===== src/rtl/tone_pkg.sv =====
// Shared constants for the tone synthesiser: key codes, octave-0 half-period table, FSM states.
package tone_pkg;

    localparam int unsigned BASE_W    = 13;
    localparam int unsigned NUM_TONES = 12;

    localparam logic [3:0] KEY_STAR    = 4'd10;
    localparam logic [3:0] KEY_HASH    = 4'd11;
    localparam logic [3:0] KEY_OFF_MIN = 4'd12;

    // Indexed by key code 0..11; entry 0 is digit 0, which sits above '*' in pitch.
    localparam logic [BASE_W-1:0] BASE_TABLE [NUM_TONES] = '{
        13'd2863, 13'd7645, 13'd6810, 13'd6067,
        13'd5727, 13'd5102, 13'd4545, 13'd4050,
        13'd3822, 13'd3405, 13'd3034, 13'd2551
    };

    typedef enum logic [1:0] {
        ST_IDLE   = 2'd0,
        ST_PLAY   = 2'd1,
        ST_SWITCH = 2'd2
    } state_e;

endpackage


===== src/rtl/tone_period_lut.sv =====
// Combinational map from (key, octave) to the rounded half-period count and a stop flag.
module tone_period_lut
    import tone_pkg::*;
#(
    parameter int unsigned NUM_OCT = 3,
    parameter int unsigned CNT_W   = 13,
    parameter int unsigned OCT_W   = 2
) (
    input  logic [3:0]       key_i,
    input  logic [OCT_W-1:0] octave_i,
    output logic [CNT_W-1:0] half_c,
    output logic             stop_c
);

    localparam int unsigned SUM_W = CNT_W + 1;

    logic [SUM_W-1:0] base_c;
    logic [SUM_W-1:0] round_c;
    logic [SUM_W-1:0] sum_c;

    // Octave n divides by 2^n with round-half-up; (1<<n)>>1 is 0 for n=0, 2^(n-1) otherwise.
    always_comb begin
        base_c = '0;
        if (key_i <= KEY_HASH) begin
            base_c = SUM_W'(BASE_TABLE[key_i]);
        end
        round_c = (SUM_W'(1) << octave_i) >> 1;
        sum_c   = base_c + round_c;
        half_c  = CNT_W'(sum_c >> octave_i);
        stop_c  = (key_i >= KEY_OFF_MIN) || (32'(octave_i) >= NUM_OCT);
    end

endmodule


===== src/rtl/tone_synth.sv =====
// Square-wave tone generator; tone changes and stops take effect only at a half-period boundary.
module tone_synth
    import tone_pkg::*;
#(
    parameter int unsigned NUM_OCT = 3,
    parameter int unsigned CNT_W   = 13,
    parameter int unsigned OCT_W   = 2
) (
    input  logic             CLK,
    input  logic             RST,
    input  logic             EN,
    input  logic [3:0]       key,
    input  logic             key_valid,
    input  logic [OCT_W-1:0] octave,
    output logic             D_out,
    output logic             active
);

    state_e           state_q;
    logic [CNT_W-1:0] cnt_q;
    logic [CNT_W-1:0] period_q;
    logic [CNT_W-1:0] pend_half_q;
    logic             pend_stop_q;
    logic             d_out_q;
    logic             active_q;

    logic [CNT_W-1:0] lut_half_c;
    logic             lut_stop_c;
    logic             wrap_c;

    tone_period_lut #(
        .NUM_OCT (NUM_OCT),
        .CNT_W   (CNT_W),
        .OCT_W   (OCT_W)
    ) u_lut (
        .key_i    (key),
        .octave_i (octave),
        .half_c   (lut_half_c),
        .stop_c   (lut_stop_c)
    );

    assign wrap_c = (cnt_q == period_q - CNT_W'(1));
    assign D_out  = d_out_q;
    assign active = active_q;

    // A request seen on a wrap cycle is only latched as pending, so it lands one wrap later.
    always_ff @(posedge CLK) begin
        if (!RST) begin
            state_q     <= ST_IDLE;
            cnt_q       <= '0;
            period_q    <= '0;
            pend_half_q <= '0;
            pend_stop_q <= 1'b0;
            d_out_q     <= 1'b0;
            active_q    <= 1'b0;
        end else if (EN) begin
            case (state_q)
                ST_IDLE: begin
                    if (key_valid && !lut_stop_c) begin
                        state_q  <= ST_PLAY;
                        period_q <= lut_half_c;
                        cnt_q    <= '0;
                        d_out_q  <= 1'b1;
                        active_q <= 1'b1;
                    end
                end
                ST_PLAY: begin
                    if (wrap_c) begin
                        cnt_q   <= '0;
                        d_out_q <= ~d_out_q;
                    end else begin
                        cnt_q <= cnt_q + CNT_W'(1);
                    end
                    if (key_valid) begin
                        pend_half_q <= lut_half_c;
                        pend_stop_q <= lut_stop_c;
                        state_q     <= ST_SWITCH;
                    end
                end
                ST_SWITCH: begin
                    if (wrap_c) begin
                        cnt_q <= '0;
                        if (pend_stop_q) begin
                            state_q     <= ST_IDLE;
                            d_out_q     <= 1'b0;
                            active_q    <= 1'b0;
                            pend_stop_q <= 1'b0;
                        end else begin
                            period_q <= pend_half_q;
                            d_out_q  <= ~d_out_q;
                            if (key_valid) begin
                                pend_half_q <= lut_half_c;
                                pend_stop_q <= lut_stop_c;
                            end else begin
                                state_q <= ST_PLAY;
                            end
                        end
                    end else begin
                        cnt_q <= cnt_q + CNT_W'(1);
                        if (key_valid) begin
                            pend_half_q <= lut_half_c;
                            pend_stop_q <= lut_stop_c;
                        end
                    end
                end
                default: begin
                    state_q  <= ST_IDLE;
                    cnt_q    <= '0;
                    d_out_q  <= 1'b0;
                    active_q <= 1'b0;
                end
            endcase
        end
    end

endmodule


===== config.mk =====
export PLATFORM = sky130hd
export DESIGN_NAME = tone_synth
export DESIGN_NICKNAME = d
export VERILOG_FILES = /design/src/rtl/tone_pkg.sv /design/src/rtl/tone_period_lut.sv /design/src/rtl/tone_synth.sv
export SDC_FILE = /design/constraint.sdc
export NUM_CORES = 1
export LEC_CHECK = 0
export CAP_MARGIN = 20
export CORE_AREA = 2 2 71 100
export CTS_CLUSTER_SIZE = 25
export DETAILED_ROUTE_END_ITERATION = 8
export DIE_AREA = 0 0 73 102
export HOLD_SLACK_MARGIN = 0.1
export PLACE_DENSITY = 0.76
export SLEW_MARGIN = 40
export SYNTH_ARGS = -nofsm -noshare
export SYNTH_HDL_FRONTEND = slang
export SYNTH_HIERARCHICAL = 1
export SYNTH_SLANG_ARGS = --single-unit

===== constraint.sdc =====
create_clock -name CLK -period 8.37 [get_ports CLK]
set_input_delay 2.0925 -clock CLK [delete_from_list [all_inputs] [get_ports CLK]]
set_output_delay 2.0925 -clock CLK [all_outputs]
set_load 0.1 [all_outputs]

## Word-level counts from Yosys, hierarchy flattened

Memories as Yosys holds them, arrays and structs flattened.
Cells that the tools add are included.

| cells by class | value |
|---|---|
| add/subtract/negate cells | 3 |
| order comparisons | 4 |
| eq/ne operators | 11 |
| shifts and indexed selects | 2 |
| muxes and demuxes | 33 |
| bitwise operators | 3 |
| reduce and logical (&&, ||, !) cells | 14 |

Operators by type and width:

| operator | number |
|---|---|
| two-way mux 13 bit | 11 |
| case mux 13 bit (2 select lines) | 3 |
| AND reduction 5 bit | 3 |
| adder 14 x 13 -> 14 bit | 1 |
| left shift 1 x 2 -> 14 bit, first input constant | 1 |
| >> shifter 14 x 2 -> 13 bit | 1 |
| adder 13 x 1 -> 13 bit, second input constant | 1 |
| equality test 13 bit | 1 |
| subtractor 13 x 1 -> 13 bit, second input constant | 1 |
| inequality test 2 bit, second input constant | 6 |
| two-way mux 1 bit | 10 |
| two-way mux 2 bit | 5 |
| inequality test 3 bit, second input constant | 2 |
| case mux 1 bit (3 select lines) | 2 |
| case mux 2 bit (3 select lines) | 1 |
| greater-or-equal comparator 5 bit, second input constant | 1 |
| inverter 4 -> 5 bit | 1 |
| greater-or-equal comparator 4 bit, second input constant | 1 |
| less-or-equal comparator 4 bit, second input constant | 1 |
| AND reduction 2 bit | 2 |
| AND reduction 4 bit | 1 |
| nonzero test 2 bit | 2 |
| AND reduction 3 bit | 1 |
| equality test 2 x 1 -> 1 bit, second input constant | 1 |
| other kinds (9) | 10 |

| word-level totals | value |
|---|---|
| flip-flop bits (word level) | 44 |
| bits in read-only memories | 208 |
| bits of input ports | 10 |
| output and inout bits | 2 |
| word-level logic and storage cells | 78 |
| memories kept | 1 |

Memories:

| memory | depth | bits a word | rd ports | clocked after Yosys merged registers in | wr ports | RTL line | RTL |
|---|---|---|---|---|---|---|---|
| (name not given) | 16 | 13 | 1 | 0 | 0 | tone_period_lut.sv:25 | `base_c = SUM_W'(BASE_TABLE[key_i]);` |

## Longest topological paths before layout

| logic depth | value |
|---|---|
| depth after elaboration | 11 |
| depth in mapped cells | 15 |
| gate-level depth less buffers | 14 |

## By module

Netlist, hierarchy kept.

Modules (own cells, without submodules):

| module | times used | cells an instance | area an instance (um^2) |
|---|---|---|---|
| tone_synth | 1 | 351 | 2869.0 |
| tone_period_lut | 1 | 134 | 979.7 |

## Worst setup path after synthesis

Ideal clock, no wire load.

| timing path | value |
|---|---|
| path type | input -> register |
| from | in key[2] |
| to | reg period_q[10] |
| arrival time | 4821 ps |
| setup slack | 3428 ps |
| stages on the path | 15 |
| cells stage by stage | clkbuf_1 buf_2 nor2_1 a221oi_1 ha_1 fa_1 a21o_1 o211ai_1 nor4_1 xor2_1 mux2_2 mux2_2 mux2_2 nand2_1 mux2i_1 |

| on the way | value |
|---|---|
| word-level cells in the longest chain between the ends | 9 |
| elaborated cells between the ends (all ways) | 16 |
| those cells by class | add/sub (1); order compare (2); eq/ne (1); shift (1); mux (5); bitwise (1); reduce/logical (4); memory (1) |

Ends and longest elaborated chain:

| what | RTL line | RTL |
|---|---|---|
| from (decl) | tone_synth.sv:12 | `input logic [3:0] key,` |
| inverter 4 -> 5 bit (implied by the code) | tone_period_lut.sv:25 |  |
| memory read (16 x 13 bit) | - |  |
| two-way mux 13 bit (implied by the code) (2 in series) | tone_period_lut.sv:25 |  |
| two-way mux 13 bit * | tone_period_lut.sv:24 | `if (key_i <= KEY_HASH) begin` |
| adder 14 x 13 -> 14 bit * | tone_period_lut.sv:28 | `sum_c = base_c + round_c;` |
| >> shifter 14 x 2 -> 13 bit * | tone_period_lut.sv:29 | `half_c = CNT_W'(sum_c >> octave_i);` |
| net lut_half_c[10] | tone_synth.sv:27 | `logic [CNT_W-1:0] lut_half_c;` |
| two-way mux 13 bit * | tone_synth.sv:59 | `if (key_valid && !lut_stop_c) begin` |
| case mux 13 bit (2 select lines) * | tone_synth.sv:57 | `case (state_q)` |
| to (signal assigned) | tone_synth.sv:61 | `period_q <= lut_half_c;` |
| to (signal assigned) | tone_synth.sv:89 | `period_q <= pend_half_q;` |
| to (decl) | tone_synth.sv:21 | `logic [CNT_W-1:0] period_q;` |

The timed path passes the listed nets; every way through them passes the cells marked *. The select of a mux whose other input is x is not followed.
A chain may end at the register's enable or synchronous reset.

## Worst setup path after layout

Ends and elaborated chain as after synthesis.

==> metrics.txt <==
status finished, final reports clean; global-route wire length before repair 14.09 mm; setup repair after global routing missed its margin false; fin area 3989 sq um; dpl cell area 3827 sq um; DRT Pass-1 Iters 4; Synth async-reset ratio 0%; worst-path cell chain clkdlybuf4s50_1 -> nor2_1 -> a221oi_1 -> ha_1 -> fa_1 -> a21o_1 -> o211ai_1 -> nor4_1 -> xor2_1 -> mux2_2 -> mux2_2 -> mux2_2 -> nand2_1 -> mux2i_1; Worst Skew 12.21 ps; Hold Path Cell Cnt 2; MaxCap Viol Count 0; Initial Util 58.98%; Syn Inst Count 485; relative slew slack 45.53%; drt total wl 8.447 mm; worst reg2reg setup slack 5180 ps; Ant. Diodes 0; number of synthesized flops with an enable pin 0; Post-route DRC 0; Final nets 496; final setup fails 0; fin worst setup slack 2892 ps; CTS Hold Buffers Added 0; commonest non-fill, non-tap cell in the layout nand2_1; worst skew pair latency 310 ps; syn avg cell area 7.935 sq um; final antenna-violating net count 0; Hold Violations, Final 0; routed vias 3376; Final min period 5478 ps; final core occ 61.13%; crit start category input pin; PwrDens 167.7 nW/um^2; synth warn 6; max-slew violations 0; I/O Buffers 11; Worst Tran Pin Value 817.0 ps; WP buf/inv 1; Seq/Total Area, Yosys 22.89%; initial antenna violation count 0; crit share post-route 65.45%; Main synth FF type dfxtp_1; DP HPWL 6.420 mm; Static Leakage 1.629 nW; largest net degree at the start of global routing 67; delay of the slowest critical-path stage 950 ps; WL per Instance 15.47 microns; TritonCTS clock tree yes; Synth-to-Final Area Change 3.641%; Setup TNS Final 0 ps; post-cts sizing count 0; R2R depth 9; pre-CTS WS 2630 ps; drt first-iter violations 234; CTS root buf clkbuf_8; Die ar. 7446 sq um; Worst Path Required 8530 ps; crit-path leading delay family buffers and inverters; Hold Crit Class reg -> reg; most frequent cells in the layout nand2_1, mux2i_1, dfxtp_1; Clock Path Buffers 2; Reg-to-Reg Start period_q[0]; H-tree depth 2; CP endpoint kind flip-flop; HP Start active; fraction of layout instances using a drive strength above 1 10.38%; Slowest cell on crit path clkdlybuf4s50_1; Hold Path Sink active; core area 6525 sq um; Peak supply drop 0.07327 mV; GR Overflow Total 0; Peak Freq 182.6 MHz; Worst EP arrival 5640 ps; mapped cell area 3849 sq um; total CTS buffers 5; Routability Congestion 0.8917; Mapped Nets 510; crit-path most repeated cell mux2_2; chip height 102 microns; FF+latch count, synth 44; Unique masters post-synth 72; FP Rows 35; Sink Count 44; vias per cell 6.183; critical-path maximum fanout 26; Overall Global Routing Usage 23.48%; CTS clk-pin slew, worst paths 90 ps; vias in the first global route 3169; CP Class in -> reg; post-CTS repair timing setup buffer count 0; reg2reg end pend_half_q[12]; I/O pin count 12; Die X 73 microns
how the worst max path moves through the flow:
stage	slack, ps	startpoint	depth (start not counted)	endpoint
4_1_cts	2940	key[2]	14	period_q[10]
5_1_grt	2620	key[2]	14	period_q[4]
2_1_floorplan	3430	key[2]	15	period_q[10]
3_3_place_gp	2740	key[2]	14	period_q[10]
6_report	2890	key[2]	14	period_q[10]
3_5_place_dp	2630	key[2]	14	period_q[10]
state kept, by name, summed over array words and instances, names as in the netlist:
| signal | count |
|---|---|
| state_q | 2 |
| pend_stop_q | 1 |
| period_q | 13 |
| pend_half_q | 13 |
| active | 1 |
| cnt_q | 13 |
| D_out | 1 |
metal layers:
metal / global-route usage (%) / vias up / part of all wire (%)
li1: - / 1706 / -
met1: 24.59 / 1594 / 40
met2: 44.70 / 54 / 54
met3: 3.156 / 22 / 1.7
met4: 11.40 / 0 / 3.7
met5: 0 / - / 0
cells by family after synthesis:
group | count (synthesis) | synth area share [%]
and+or+nand+nor | 219 | 29.68
AOI/OAI and AO/OA | 80 | 14.34
muxes | 61 | 16.35
buffers and inverters | 45 | 6.892
DFF | 44 | 22.89
xor gates and xnor gates | 21 | 4.779
adders and majority gates | 15 | 5.072
through the flow:
stage               std cells  hold WS (ps)  total power [mW]
CTS                       546         467.8            0.6702
global placement          538         440.4            0.4362
finish                    546         465.6            0.6691
global route              546         489.4            0.6999
detailed placement        538         454.6            0.4406
floorplan                 485         434.5            0.4037
Yosys cell counts (7+ instances only):
| master | number | area, sq um |
|---|---|---|
| a21oi_1 | 17 | 85.08 |
| a31oi_1 | 12 | 75.07 |
| clkbuf_1 | 15 | 56.30 |
| dfxtp_1 | 44 | 880.8 |
| ha_1 | 14 | 175.2 |
| inv_1 | 10 | 37.54 |
| mux2_2 | 15 | 168.9 |
| mux2i_1 | 46 | 460.4 |
| nand2_1 | 87 | 326.6 |
| nand3_1 | 22 | 110.1 |
| nor2_1 | 28 | 105.1 |
| nor2b_1 | 13 | 81.33 |
| nor3_1 | 7 | 35.03 |
| o21ai_0 | 8 | 40.04 |
| xnor2_1 | 11 | 96.34 |
| xor2_1 | 10 | 87.58 |
tightest hold or removal path, cell delays in order (launching register included):
cell	delay [ps]
dfxtp_1	320
nand2_1	50
mux2i_1	50
area by class of cell:
| type | count | area (sq um) |
|---|---|---|
| Multi-Input combinational cell | 396 | 2705 |
| Fill cell | 571 | 2536 |
| Sequential cell | 44 | 880.8 |
| Timing Repair Buffer | 13 | 110.1 |
| Tap cell | 74 | 92.59 |
| Clock inverter | 3 | 90.09 |
| Clock buffer | 5 | 68.82 |
| Inverter | 11 | 41.29 |
power by group:
group | switching [mW] | internal, mW
clock network | 0.0804 | 0.149
registers | 0.0119 | 0.219
logic | 0.122 | 0.0870
total | 0.214 | 0.455
(Power assumes the default switching activity.)
